$ cat src/rtl/out_buffer.sv
// Output FIFO between the core's OUT instruction and the I/O controller OUT path.
// Words are drained one at a time with a request/busy handshake and a retry timeout.
module out_buffer #(
  parameter int unsigned DWIDTH = 32,
  parameter int unsigned DEPTH  = 16,
  parameter int unsigned RETRY  = 4
) (
  input  logic                     clk,
  input  logic                     rstn,
  input  logic                     wr_en,
  input  logic [DWIDTH-1:0]        wr_data,
  output logic                     full,
  output logic [$clog2(DEPTH):0]   count,
  output logic                     ovf,
  input  logic                     clr_ovf,
  output logic                     out_req,
  output logic [DWIDTH-1:0]        out_data,
  input  logic                     out_busy
);

  localparam int unsigned AW = $clog2(DEPTH);
  localparam int unsigned CW = AW + 1;
  localparam int unsigned RW = (RETRY > 1) ? $clog2(RETRY) : 1;

  typedef enum logic [1:0] {
    IDLE      = 2'd0,
    REQ       = 2'd1,
    WAIT_BUSY = 2'd2,
    WAIT_DONE = 2'd3
  } state_t;

  state_t              state;
  state_t              state_nxt;
  logic [RW-1:0]       retry_cnt;
  logic [RW-1:0]       retry_nxt;
  logic                pop;
  logic                push;
  logic [CW-1:0]       count_nxt;
  logic [AW-1:0]       rd_ptr;
  logic [AW-1:0]       wr_ptr;
  logic [DWIDTH-1:0]   mem [DEPTH];

  assign push      = wr_en & ~full;
  assign count_nxt = count + CW'(push) - CW'(pop);

  // Drain FSM: state register, retry counter and registered request strobe
  always_ff @(posedge clk) begin
    if (!rstn) begin
      state     <= IDLE;
      retry_cnt <= '0;
      out_req   <= 1'b0;
    end else begin
      state     <= state_nxt;
      retry_cnt <= retry_nxt;
      out_req   <= (state_nxt == REQ);
    end
  end

  // Drain FSM: next-state decode
  always_comb begin
    state_nxt = state;
    case (state)
      IDLE:      if ((count != '0) && !out_busy) state_nxt = REQ;
      REQ:       state_nxt = WAIT_BUSY;
      WAIT_BUSY: begin
        if (out_busy)                          state_nxt = WAIT_DONE;
        else if (retry_cnt == RW'(RETRY - 1))  state_nxt = IDLE;
      end
      WAIT_DONE: if (!out_busy) state_nxt = IDLE;
      default:   state_nxt = IDLE;
    endcase
  end

  // Drain FSM: pop strobe and retry counter update
  always_comb begin
    pop       = 1'b0;
    retry_nxt = retry_cnt;
    case (state)
      REQ:       retry_nxt = '0;
      WAIT_BUSY: begin
        if (!out_busy)
          retry_nxt = (retry_cnt == RW'(RETRY - 1)) ? '0 : retry_cnt + RW'(1);
      end
      WAIT_DONE: pop = ~out_busy;
      default:   ;
    endcase
  end

  // Storage array; contents survive reset, only the pointers are cleared
  always_ff @(posedge clk) begin
    if (push) mem[wr_ptr] <= wr_data;
  end

  // Pointers, occupancy, sticky overflow and the head word offered downstream
  always_ff @(posedge clk) begin
    if (!rstn) begin
      rd_ptr   <= '0;
      wr_ptr   <= '0;
      count    <= '0;
      full     <= 1'b0;
      ovf      <= 1'b0;
      out_data <= '0;
    end else begin
      if (push) wr_ptr <= wr_ptr + AW'(1);
      if (pop)  rd_ptr <= rd_ptr + AW'(1);
      count    <= count_nxt;
      full     <= (count_nxt == CW'(DEPTH));
      ovf      <= (ovf & ~clr_ovf) | (wr_en & full);
      out_data <= mem[rd_ptr];
    end
  end

endmodule

$ cat config.mk
export PLATFORM = sky130hd
export DESIGN_NAME = out_buffer
export DESIGN_NICKNAME = d
export VERILOG_FILES = /design/src/rtl/out_buffer.sv
export SDC_FILE = /design/constraint.sdc
export NUM_CORES = 1
export LEC_CHECK = 0
export BUFFER_PORTS_ARGS = -buffer_cell sky130_fd_sc_hd__buf_2
export CAP_MARGIN = 20
export CORE_ASPECT_RATIO = 2
export CORE_MARGIN = 2
export CORE_UTILIZATION = 55
export CTS_BUF_LIST = sky130_fd_sc_hd__clkbuf_2 sky130_fd_sc_hd__clkbuf_4 sky130_fd_sc_hd__clkbuf_8
export CTS_CLUSTER_SIZE = 30
export DETAILED_ROUTE_END_ITERATION = 16
export PLACE_DENSITY = 0.72
export SYNTH_ARGS = -nofsm -noshare
export SYNTH_HDL_FRONTEND = slang
export SYNTH_SLANG_ARGS = --single-unit
$ cat constraint.sdc
create_clock -name clk -period 4.8 [get_ports clk]
set_input_delay 0.96 -clock clk [delete_from_list [all_inputs] [get_ports clk]]
set_output_delay 0.96 -clock clk [all_outputs]
set_load 0.05 [all_outputs]
==> impl_metrics.csv <==
group,metric,value,unit
detailed_routing,wirelength,47270,um
yosys,synth.cells.most_frequent,"edfxtp_1 (512), mux2i_1 (191), a22oi_1 (92)",
yosys,synth-seq-cells,564,
min_path,worst_hold_path_type,"reg -> reg",
worst_setup_path,worstSetupStartpointType,"register",
detailed_routing,vias_per_cell,5.866,
placed_design,dp.cells,1738,
timing,fin_skew,0.01962,ns
power_and_ir_drop,pwr_density_cell,424.8,mW/mm^2
die,dieArea,0.04110,sq mm
timing,rsz0062_at_grt,"false",
timing,holdWs,0.4674,ns
finish,drive_above_1_share,21.15,%
timing,slew_headroom,29.78,%
clocking,holdBufCountCts,0,
timing,setup-violations-final,0,
worst_setup_path,path_max_fanout,32,
worst_setup_path,critPathCaptureType,"register",
worst_setup_path,worstPathRequired,5.31,ns
timing,tightest_slew,1.051,ns
clocking,htreeDepth,3,
global_routing,grt_pass1_wl,70020,um
timing,fin_crit_sh,55.12,%
yosys,synth_edf_count,512,
detailed_routing,vias,11050,
global_routing,grt_max_degree,42,
yosys,synthTopCellsByArea,"edfxtp_1 (71%), mux2i_1 (8.8%), dfxtp_1 (4.8%), a22oi_1 (3.2%), mux4_2 (2.3%)",
detailed_routing,drtAntennaViolNets,0,
finish,final_cells,1883,
yosys,syn_nets,1230,
clocking,cts_resized,0,
yosys,ys_seq_area_share,75.76,%
placed_design,port_buffers,76,
power_and_ir_drop,swShare,23.81,%
clocking,cts_tree,"built",
global_routing,grt_pass1_vias,11660,
flow_run,max_cap_viol_count,0,
global_routing,grt_usage,23.59,%
detailed_routing,routedWlPerCell,25.10,um
timing,setup_tns,0,ns
placed_design,place.gp.congestion,0.8111,
global_routing,overflow,0,
clocking,insertion_delay,0.64,ns
timing,max_freq,0.3779,GHz
yosys,yosys.area.top_type_share,70.96,%
clocking,clk_pin_slew,0.06,ns
placed_design,dpl_worst_slack,1.429,ns
power_and_ir_drop,pwr-share-clk,35.8,%
yosys,syn_area,0.02167,sq mm
yosys,async_flop_share,0,%
power_and_ir_drop,irDropWorstVdd,0.0003125,V
yosys,yosysTopAreaCell,"edfxtp_1",
clocking,clock_path_buffers,3,
timing,min_period,2.646,ns
yosys,yosysWarnings,0,
power_and_ir_drop,leakage,7.750,nW
worst_setup_path,crit_type,"reg -> reg",
clocking,cts_buffers,75,
yosys,synth_ff_type,"edfxtp_1",
power_and_ir_drop,p_comb_share,9.1,%
timing,fin_ws,2.154,ns
power_and_ir_drop,power_frac_seq,55.1,%
finish,area_growth,12.10,%
yosys,syn_area_per_cell,18.36,sq um
die,start_util,55.85,%
run_status,status,"completed",
clocking,clock_sinks,564,
power_and_ir_drop,intPower,0.007862,W
worst_setup_path,cp.arrival,3.16,ns
detailed_routing,drcViolationCount,0,
detailed_routing,dr.pass1.iters,5,
yosys,synth.distinct_cells,42,
power_and_ir_drop,net-switching-power,0.002456,W
yosys,netlist_instances,1180,
finish,post-route-util,62.61,%
die,design.core.area,0.03880,sq mm
placed_design,place_hpwl,28140,um
finish,fin_nets,1350,
timing,slew_viol_final,0,
yosys,yosysMostFrequentCell,"edfxtp_1",
clocking,post_cts_buffers,0,
die,rows,102,
die,ioPinCount,77,
detailed_routing,drt_iter0_drc,1079,
clocking,clockRootBuffer,"clkbuf_8",
global_routing,antenna_found_initial,1,
die,die_x,144.4,um
timing,hold_viol,0,
die,die_h,284.7,um
[metal layers]
| metal | vias up | share of wire (%) | GRT usage, % |
|---|---|---|---|
| met2 | 421 | 54 | 41.09 |
| met3 | 65 | 6.3 | 4.549 |
| met5 | - | 0 | 0 |
| li1 | 4913 | - | - |
| met4 | 0 | 2.2 | 7.767 |
| met1 | 5646 | 38 | 29.54 |
[through the flow]
stage | power (W) | area, sq um
after global placement | 0.006713 | 22480
after detailed placement | 0.006730 | 22610
after global routing | 0.01067 | 24290
final | 0.01032 | 24290
after CTS | 0.01040 | 24190
after floorplan | 0.006416 | 21670
[worst paths after layout]
kind,end,startpoint,cells after the start,slack (ns)
max,out_data[24],rd_ptr[1],6,2.15
min,ovf,ovf,2,0.47
min reg2reg,ovf,ovf,2,0.47
max reg2reg,out_data[24],rd_ptr[1],6,2.15
[final cells by class]
| class | count | area, sq um |
|---|---|---|
| Clock buffer | 109 | 1350 |
| Clock inverter | 30 | 231.5 |
| Timing Repair Buffer | 107 | 785.8 |
| Sequential cell | 564 | 16420 |
| Inverter | 9 | 33.78 |
| Fill cell | 2797 | 14510 |
| Tap cell | 520 | 650.6 |
| Multi-Input combinational cell | 543 | 4815 |
| Antenna cell | 1 | 2.502 |
[state kept, by name (all words and copies together), names as in the netlist]
register / count
out_req: 1
ovf: 1
count: 5
rd_ptr: 4
retry_cnt: 2
full: 1
out_data: 32
state: 2
wr_ptr: 4
mem: 512
[kinds of logic (layout without fill, tap and decap cells)]
logic type	Yosys count	after routing	share of synthesized area (%)
flip-flops	564	564	75.76
multiplexers	227	227	12.46
AO/OA/AOI/OAI	149	149	4.741
AND/OR/NAND/NOR	145	145	3.216
buffers and inverters	73	255	2.674
adder cells (fa/ha/maj)	13	13	0.7853
XOR/XNOR	9	9	0.3638
other	0	1	0
[critical path: stages, from the launching register on]
cell	delay (ns)
dfxtp_2	0.51
buf_4	0.35
nor2_4	0.65
buf_4	0.52
a22oi_1	0.23
nand3_1	0.17
o21ai_1	0.07
[placed cells by master (no fill, tap or decap), types with 5 or more instances in the layout]
cell and n:
mux4_1 9, buf_2 76, clkinvlp_4 5, buf_12 9
o21ai_1 27, a22oi_1 92, o211ai_1 7, edfxtp_1 512
nor2_1 13, inv_1 9, clkbuf_4 24, nor2_4 14
ha_1 12, buf_4 19, clkbuf_8 85, nand3_1 28
xor2_1 6, nand2_1 42, clkinv_2 11, mux4_2 22
mux2i_1 191, clkinv_1 10, dfxtp_1 49, o221ai_1 5
nand2b_1 25, a21oi_1 11, mux2_2 5
[power groups by stage]
stage,sequential [W],clock [W],combinational [W]
finish,0.00568,0.00370,0.000941
global route,0.00570,0.00397,0.00101
CTS,0.00568,0.00377,0.000947
detailed placement,0.00579,0,0.000944
global placement,0.00578,0,0.000933
floorplan,0.00598,0,0.000436
No activity file was read; power rests on OpenSTA's default activity.
